## config.mk

```make
export PLATFORM = sky130hd
export DESIGN_NAME = uart_tx
export DESIGN_NICKNAME = d
export VERILOG_FILES = /design/src/rtl/uart_tx.sv
export SDC_FILE = /design/constraint.sdc
export NUM_CORES = 1
export LEC_CHECK = 0
export BUFFER_PORTS_ARGS = -buffer_cell sky130_fd_sc_hd__buf_2
export CAP_MARGIN = 10
export CELL_PAD_IN_SITES_DETAIL_PLACEMENT = 0
export CELL_PAD_IN_SITES_GLOBAL_PLACEMENT = 1
export CORE_MARGIN = 4
export CORE_UTILIZATION = 42
export CTS_BUF_LIST = sky130_fd_sc_hd__clkbuf_8
export CTS_CLUSTER_DIAMETER = 100
export DETAILED_ROUTE_END_ITERATION = 16
export PLACE_DENSITY_LB_ADDON = 0.3
export SYNTH_ARGS = -nofsm -noshare
export SYNTH_HDL_FRONTEND = slang
export SYNTH_SLANG_ARGS = --single-unit
export TNS_END_PERCENT = 10
```

## constraint.sdc

```tcl
create_clock -name CLK -period 6.8 [get_ports CLK]
set_clock_uncertainty 0.1 [all_clocks]
set_input_delay 0.34 -clock CLK [delete_from_list [all_inputs] [get_ports CLK]]
set_output_delay 0.34 -clock CLK [all_outputs]
set_load 0.02 [all_outputs]
```

## src/rtl/uart_tx.sv

```systemverilog
// uart_tx: 8N1 serial transmitter with a small TX FIFO and an internal baud
// prescaler. Frames go out LSB first, back-to-back while the FIFO has data.
// Optional build macro: UART_TX_PARITY_EN inserts an even-parity bit between
// the last data bit and the stop bit.
//
//   state    | meaning
//   S_IDLE   | line high, waiting for a queued byte
//   S_START  | start bit (low) for N cycles
//   S_DATA   | data bits, LSB first, N cycles each
//   S_PARITY | even-parity bit (UART_TX_PARITY_EN builds only)
//   S_STOP   | stop bit (high); last cycle pulses tx_done
module uart_tx #(
    parameter int P_UART_WIDTH = 8,
    parameter int P_BAUD       = 9600,
    parameter int P_SYS_CLK_HZ = 500000000,
    parameter int P_FIFO_DEPTH = 4
) (
    input  logic                    CLK,
    input  logic                    reset_n,
    input  logic [P_UART_WIDTH-1:0] data_in,
    input  logic                    write_en,
    output logic                    fifo_full,
    output logic                    fifo_empty,
    output logic                    overflow,
    output logic                    busy,
    output logic                    tx_done,
    output logic                    serial_out
);

    localparam int LP_N  = P_SYS_CLK_HZ / P_BAUD;
    localparam int LP_CW = (LP_N > 1) ? $clog2(LP_N) : 1;
    localparam int LP_IW = (P_UART_WIDTH > 1) ? $clog2(P_UART_WIDTH) : 1;
    localparam int LP_AW = $clog2(P_FIFO_DEPTH);

`ifdef UART_TX_PARITY_EN
    typedef enum logic [2:0] {S_IDLE, S_START, S_DATA, S_PARITY, S_STOP} t_state;
`else
    typedef enum logic [2:0] {S_IDLE, S_START, S_DATA, S_STOP} t_state;
`endif

    t_state                  r_state;
    t_state                  w_next;
    logic [LP_CW-1:0]        r_cnt;
    logic [LP_IW-1:0]        r_idx;
    logic [P_UART_WIDTH-1:0] r_shift;
    logic                    r_serial;
    logic [P_UART_WIDTH-1:0] r_mem [P_FIFO_DEPTH];
    logic [LP_AW-1:0]        r_wr_ptr;
    logic [LP_AW-1:0]        r_rd_ptr;
    logic [LP_AW:0]          r_count;
    logic                    r_overflow;
`ifdef UART_TX_PARITY_EN
    logic                    r_parity;
`endif

    logic w_bit_end;
    logic w_last_bit;
    logic w_pop;
    logic w_push;

    assign w_bit_end  = (r_cnt == LP_CW'(LP_N - 1));
    assign w_last_bit = (r_idx == LP_IW'(P_UART_WIDTH - 1));
    assign fifo_full  = (r_count == (LP_AW+1)'(P_FIFO_DEPTH));
    assign fifo_empty = (r_count == '0);
    assign overflow   = r_overflow;
    assign serial_out = r_serial;
    // A pop frees a slot on the same edge, so a write to a full FIFO is kept.
    assign w_push     = write_en && (!fifo_full || w_pop);

    // State register.
    always_ff @(posedge CLK) begin
        if (!reset_n) r_state <= S_IDLE;
        else          r_state <= w_next;
    end

    // Next-state decode.
    always_comb begin
        w_next = r_state;
        case (r_state)
            S_IDLE:   if (!fifo_empty) w_next = S_START;
            S_START:  if (w_bit_end) w_next = S_DATA;
`ifdef UART_TX_PARITY_EN
            S_DATA:   if (w_bit_end && w_last_bit) w_next = S_PARITY;
            S_PARITY: if (w_bit_end) w_next = S_STOP;
`else
            S_DATA:   if (w_bit_end && w_last_bit) w_next = S_STOP;
`endif
            S_STOP:   if (w_bit_end) w_next = fifo_empty ? S_IDLE : S_START;
            default:  w_next = S_IDLE;
        endcase
    end

    // State-decoded outputs and the FIFO pop strobe.
    always_comb begin
        busy    = (r_state != S_IDLE);
        tx_done = (r_state == S_STOP) && w_bit_end;
        w_pop   = !fifo_empty &&
                  ((r_state == S_IDLE) || ((r_state == S_STOP) && w_bit_end));
    end

    // Bit timing, shift register and registered TX line.
    always_ff @(posedge CLK) begin
        if (!reset_n) begin
            r_serial <= 1'b1;
            r_cnt    <= '0;
            r_idx    <= '0;
            r_shift  <= '0;
`ifdef UART_TX_PARITY_EN
            r_parity <= 1'b0;
`endif
        end else begin
            if (w_pop) begin
                r_shift  <= r_mem[r_rd_ptr];
`ifdef UART_TX_PARITY_EN
                r_parity <= ^r_mem[r_rd_ptr];
`endif
            end
            if (r_state == S_IDLE || w_bit_end) r_cnt <= '0;
            else                                r_cnt <= r_cnt + 1'b1;
            case (r_state)
                S_IDLE: begin
                    r_idx <= '0;
                    if (!fifo_empty) r_serial <= 1'b0;
                end
                S_START: if (w_bit_end) begin
                    r_serial <= r_shift[0];
                    r_shift  <= r_shift >> 1;
                    r_idx    <= '0;
                end
                S_DATA: if (w_bit_end) begin
                    if (w_last_bit) begin
`ifdef UART_TX_PARITY_EN
                        r_serial <= r_parity;
`else
                        r_serial <= 1'b1;
`endif
                    end else begin
                        r_serial <= r_shift[0];
                        r_shift  <= r_shift >> 1;
                        r_idx    <= r_idx + 1'b1;
                    end
                end
`ifdef UART_TX_PARITY_EN
                S_PARITY: if (w_bit_end) r_serial <= 1'b1;
`endif
                // Next frame's start bit follows the stop bit with no gap.
                S_STOP: if (w_bit_end) r_serial <= fifo_empty;
                default: r_serial <= 1'b1;
            endcase
        end
    end

    // FIFO pointers, occupancy and sticky overflow.
    always_ff @(posedge CLK) begin
        if (!reset_n) begin
            r_wr_ptr   <= '0;
            r_rd_ptr   <= '0;
            r_count    <= '0;
            r_overflow <= 1'b0;
        end else begin
            if (w_push) r_wr_ptr <= r_wr_ptr + 1'b1;
            if (w_pop)  r_rd_ptr <= r_rd_ptr + 1'b1;
            if (w_push && !w_pop)      r_count <= r_count + 1'b1;
            else if (!w_push && w_pop) r_count <= r_count - 1'b1;
            if (write_en && !w_push)   r_overflow <= 1'b1;
        end
    end

    // FIFO storage; contents need no reset since the pointers gate them.
    always_ff @(posedge CLK) begin
        if (w_push) r_mem[r_wr_ptr] <= data_in;
    end

endmodule

```

==> run summary <==
=====================================================================================
Switch share ...........................................................        35.0%
Cell type contributing the most total cell area after synthesis ........ sky130_fd_sc_hd__edfxtp_1
F_max ..................................................................      311 MHz
Hold-fix buffers, CTS ..................................................            0
Reg-to-Reg Start .......................................................     r_cnt[3]
Antenna violations before repair .......................................            0
Slew @ Worst Pin .......................................................      1.02 ns
Crit-path cells ........................................................ or4b_4, o41a_1, a21boi_2, ha_1, inv_1, fa_1, xor2_1, or3_1, a21boi_0
Pin count of the biggest net entering global routing ...................           27
Part of the Yosys area used for sequential elements ....................        53.6%
Floorplan die width .................................................... 96.4 microns
Average size of a mapped cell ..........................................   11.5 sq um
Layout area overhead ...................................................        10.2%
Worst hold path cell count .............................................            1
Hold Vio Cnt, Final ....................................................            0
Number of nets in the layout ...........................................          327
Share of the clock period used by the worst path after layout ..........        47.3%
H-tree depth ...........................................................            3
Final critical path time including I/O delays and setup ................      3.22 ns
Via count of the first global-routing pass .............................        2,082
Total standard cell area after synthesis ............................... 0.00329 sq mm
Number of buffers created by CTS .......................................            9
Total die area ......................................................... 0.00930 sq mm
Fin Setup TNS ..........................................................         0 ns
Detail-routed net length per standard cell ............................. 14.4 microns
Routability-driven placement congestion ratio ..........................        0.739
Portion of total power attributed to sequential cells ..................        44.3%
Count of final max-slew check failures .................................            0
Kind of launch point of the worst setup path ...........................         flop
Status ................................................................. finished, final reports clean
Min-Delay Path Class ................................................... input pin to flop
Hold Startpoint ........................................................   data_in[7]
Post-route DRC violation count .........................................            0
Post-synthesis sequential element count ................................           72
Global-route wire length before repair ................................. 9780 microns
Reg2reg path depth .....................................................            9
All-Layer GR Usage .....................................................        13.7%
Number of buffers inserted to repair setup after CTS ...................            0
Worst setup slack before clock tree synthesis ..........................      3.60 ns
RSZ-0062 raised after global routing ...................................           no
Final Routed Wirelength ................................................ 5860 microns
CP max FO ..............................................................            7
Clock group share of total power .......................................        22.8%
Sum of buffers and inverters on the critical path ......................            1
Fraction of final layout cells sized beyond drive strength 1 ...........        15.0%
Top-count cell post-synth .............................................. sky130_fd_sc_hd__dfxtp_1
GR Overflow Total ......................................................            0
Via count ..............................................................        2,123
Min-Delay Endpoint .....................................................  r_mem[3][7]
Sw power ...............................................................       447 uW
Initial Util ...........................................................        44.4%
Antenna fix cells ......................................................            0
Terminus of the critical flop-to-flop path .............................   r_count[2]
Worst-case clock buffer depth ..........................................            2
Worst Setup Slack, final ...............................................      3.58 ns
Clock-pin slew of the registers on the worst-case setup and hold paths .      0.08 ns
Synth Net Count ........................................................          310
Worst-path cell with the longest stage delay ........................... sky130_fd_sc_hd__or4b_4
Prevailing post-synth register cell .................................... sky130_fd_sc_hd__dfxtp_1
Data arrival time at the worst-slack endpoint ..........................      3.38 ns
Number of synthesis warnings ...........................................            0
Die H .................................................................. 96.4 microns
DRC violation total after the first TritonRoute iteration ..............           93
Final setup vio count ..................................................            0
Slew HR ................................................................        31.2%
Crit-path max cell delay ...............................................      0.60 ns
Synthesized instance count .............................................          285
Resized Gates After CTS ................................................            0
Count of cell instances traversed by the critical path .................            9
TritonCTS sink count ...................................................           72
Number of library cell types mapped by synthesis .......................           50
Antenna-violating nets left ............................................            0
Max VDD drop ...........................................................       216 uV
Site row count .........................................................           31
Dominant cells by area after synthesis ................................. sky130_fd_sc_hd__edfxtp_1, sky130_fd_sc_hd__dfxtp_1, sky130_fd_sc_hd__mux4_2
Required time at the endpoint of the critical path .....................      6.97 ns
Maxcap violations ......................................................            0
Number of primary I/O pins .............................................           17
Via density per instance ...............................................         5.23
Clock tree root driver cell ............................................ sky130_fd_sc_hd__clkbuf_8
Later-pin clock latency in the skew report .............................      0.33 ns
Most instantiated cells after synthesis ................................ sky130_fd_sc_hd__dfxtp_1, sky130_fd_sc_hd__edfxtp_1, sky130_fd_sc_hd__nand2_1
Part of the power in combinational logic ...............................        32.8%
Leakage power ..........................................................   0.00137 uW
Cell area power density ................................................  352 mW/mm^2
Number of enable-type register cells in the synthesized netlist ........           32
Total internal power ...................................................       829 uW
Family with the most delay on the worst path ........................... compound AO/OA/AOI/OAI gates
Internal reg-to-reg setup slack ........................................      3.58 ns
Worst setup EP type ....................................................         flop
Count of TritonRoute iterations in the first routing pass ..............            4
Async set-or-reset flop fraction in the synthesized netlist ............           0%
DP Wirelength .......................................................... 4000 microns
Type of the worst setup path ........................................... flop to flop
Area of the core ....................................................... 0.00741 sq mm
Top-area cell type share of the netlist area ...........................        29.2%
Number of buffers inserted by port buffering ...........................           16
CTS tree ...............................................................         done
=====================================================================================
-- through the flow --
| stage | std cells | hold slack [ns] | util, % | total power (uW) | cell area [sq um] |
|---|---|---|---|---|---|
| final | 406 | 0.120 | 48.9 | 1280 | 3620 |
| after global placement | 390 | 0.338 | 46.6 | 994 | 3450 |
| after CTS | 406 | 0.106 | 48.9 | 1290 | 3620 |
| after floorplan | 285 | 0.323 | - | 900 | 3290 |
| after global routing | 406 | 0.109 | 48.9 | 1360 | 3620 |
| after detailed placement | 390 | 0.344 | 46.6 | 995 | 3450 |
-- power by group through the flow --
stage | registers, uW | clock network, uW | logic, uW
after floorplan | 556 | 0 | 343
after global placement | 575 | 0 | 419
final | 566 | 291 | 419
after CTS | 567 | 300 | 421
after global routing | 576 | 318 | 467
after detailed placement | 577 | 0 | 418
-- cells in the final DEF (no fill, tap or decap), types with 2 or more instances in the layout --
cell type | synthesis | routed
sky130_fd_sc_hd__nor3_1 | 4 | 4
sky130_fd_sc_hd__a21boi_1 | 2 | 2
sky130_fd_sc_hd__o32ai_1 | 6 | 6
sky130_fd_sc_hd__clkinv_4 | 0 | 2
sky130_fd_sc_hd__a21boi_0 | 7 | 7
sky130_fd_sc_hd__nand4_1 | 3 | 3
sky130_fd_sc_hd__inv_1 | 12 | 13
sky130_fd_sc_hd__nor2b_1 | 5 | 5
sky130_fd_sc_hd__and2_1 | 10 | 10
sky130_fd_sc_hd__buf_2 | 1 | 16
sky130_fd_sc_hd__mux2i_1 | 5 | 5
sky130_fd_sc_hd__xnor2_1 | 10 | 10
sky130_fd_sc_hd__dfxtp_1 | 40 | 40
sky130_fd_sc_hd__mux4_2 | 8 | 8
sky130_fd_sc_hd__clkbuf_8 | 0 | 9
sky130_fd_sc_hd__nand3_1 | 7 | 7
sky130_fd_sc_hd__nor2_1 | 21 | 21
sky130_fd_sc_hd__ha_1 | 13 | 13
sky130_fd_sc_hd__o211ai_1 | 3 | 3
sky130_fd_sc_hd__and3_1 | 14 | 14
sky130_fd_sc_hd__xor2_1 | 7 | 7
sky130_fd_sc_hd__or3_1 | 5 | 5
sky130_fd_sc_hd__edfxtp_1 | 32 | 32
sky130_fd_sc_hd__o21ai_0 | 7 | 7
sky130_fd_sc_hd__nand2_1 | 26 | 26
sky130_fd_sc_hd__a21oi_1 | 4 | 4
-- worst max-delay path by stage --
stage	start	to	slack [ns]
3_5_place_dp	r_cnt[3]	r_count[2]	3.60
3_3_place_gp	r_cnt[3]	r_count[2]	3.66
4_1_cts	r_cnt[3]	r_count[2]	3.57
5_1_grt	r_cnt[3]	r_count[2]	3.43
2_1_floorplan	r_cnt[3]	r_count[2]	3.78
6_report	r_cnt[3]	r_count[2]	3.58
-- cells by family (layout without fill, tap and decap cells) --
group | count (synthesis) | in the layout | synth area share (%)
AOI/OAI and AO/OA | 42 | 42 | 9.71
buffers and inverters | 23 | 45 | 2.67
and+or+nand+nor | 104 | 104 | 16.9
muxes | 13 | 13 | 7.01
DFF | 72 | 72 | 53.6
xor gates and xnor gates | 17 | 17 | 4.53
adders and majority gates | 14 | 14 | 5.56
-- registers in the layout, summed over array words and instances, names as in the netlist, named ones only --
| register | flops |
|---|---|
| r_mem | 32 |
| r_cnt | 16 |
| r_shift | 8 |
| r_count | 3 |
| r_idx | 3 |
| r_rd_ptr | 2 |
| r_state | 2 |
| r_wr_ptr | 2 |
| overflow | 1 |
| serial_out | 1 |
-- area by class of cell --
class | count | area, sq um
clock buffers | 9 | 124
flip-flops and latches | 72 | 1760
fillers | 676 | 3790
clock inverters | 7 | 47.5
inverters | 13 | 48.8
repair buffers | 16 | 80.1
well taps | 99 | 124
multi-input cells | 190 | 1440
-- worst register-to-register path, stage by stage, from the launching register on --
cell	delay (ns)
sky130_fd_sc_hd__dfxtp_1	0.36
sky130_fd_sc_hd__or4b_4	0.60
sky130_fd_sc_hd__o41a_1	0.50
sky130_fd_sc_hd__a21boi_2	0.31
sky130_fd_sc_hd__ha_1	0.24
sky130_fd_sc_hd__inv_1	0.06
sky130_fd_sc_hd__fa_1	0.38
sky130_fd_sc_hd__xor2_1	0.16
sky130_fd_sc_hd__or3_1	0.29
sky130_fd_sc_hd__a21boi_0	0.15
-- metal layers --
layer  vias up  track usage (%)  part of all wire (%)
li1       1066                -                     -
met1      1011             17.1                    46
met2        34             22.6                    48
met3        12             3.25                   3.6
met4         0             6.07                   2.1
met5         -                0                     0
(Power assumes the default switching activity.)
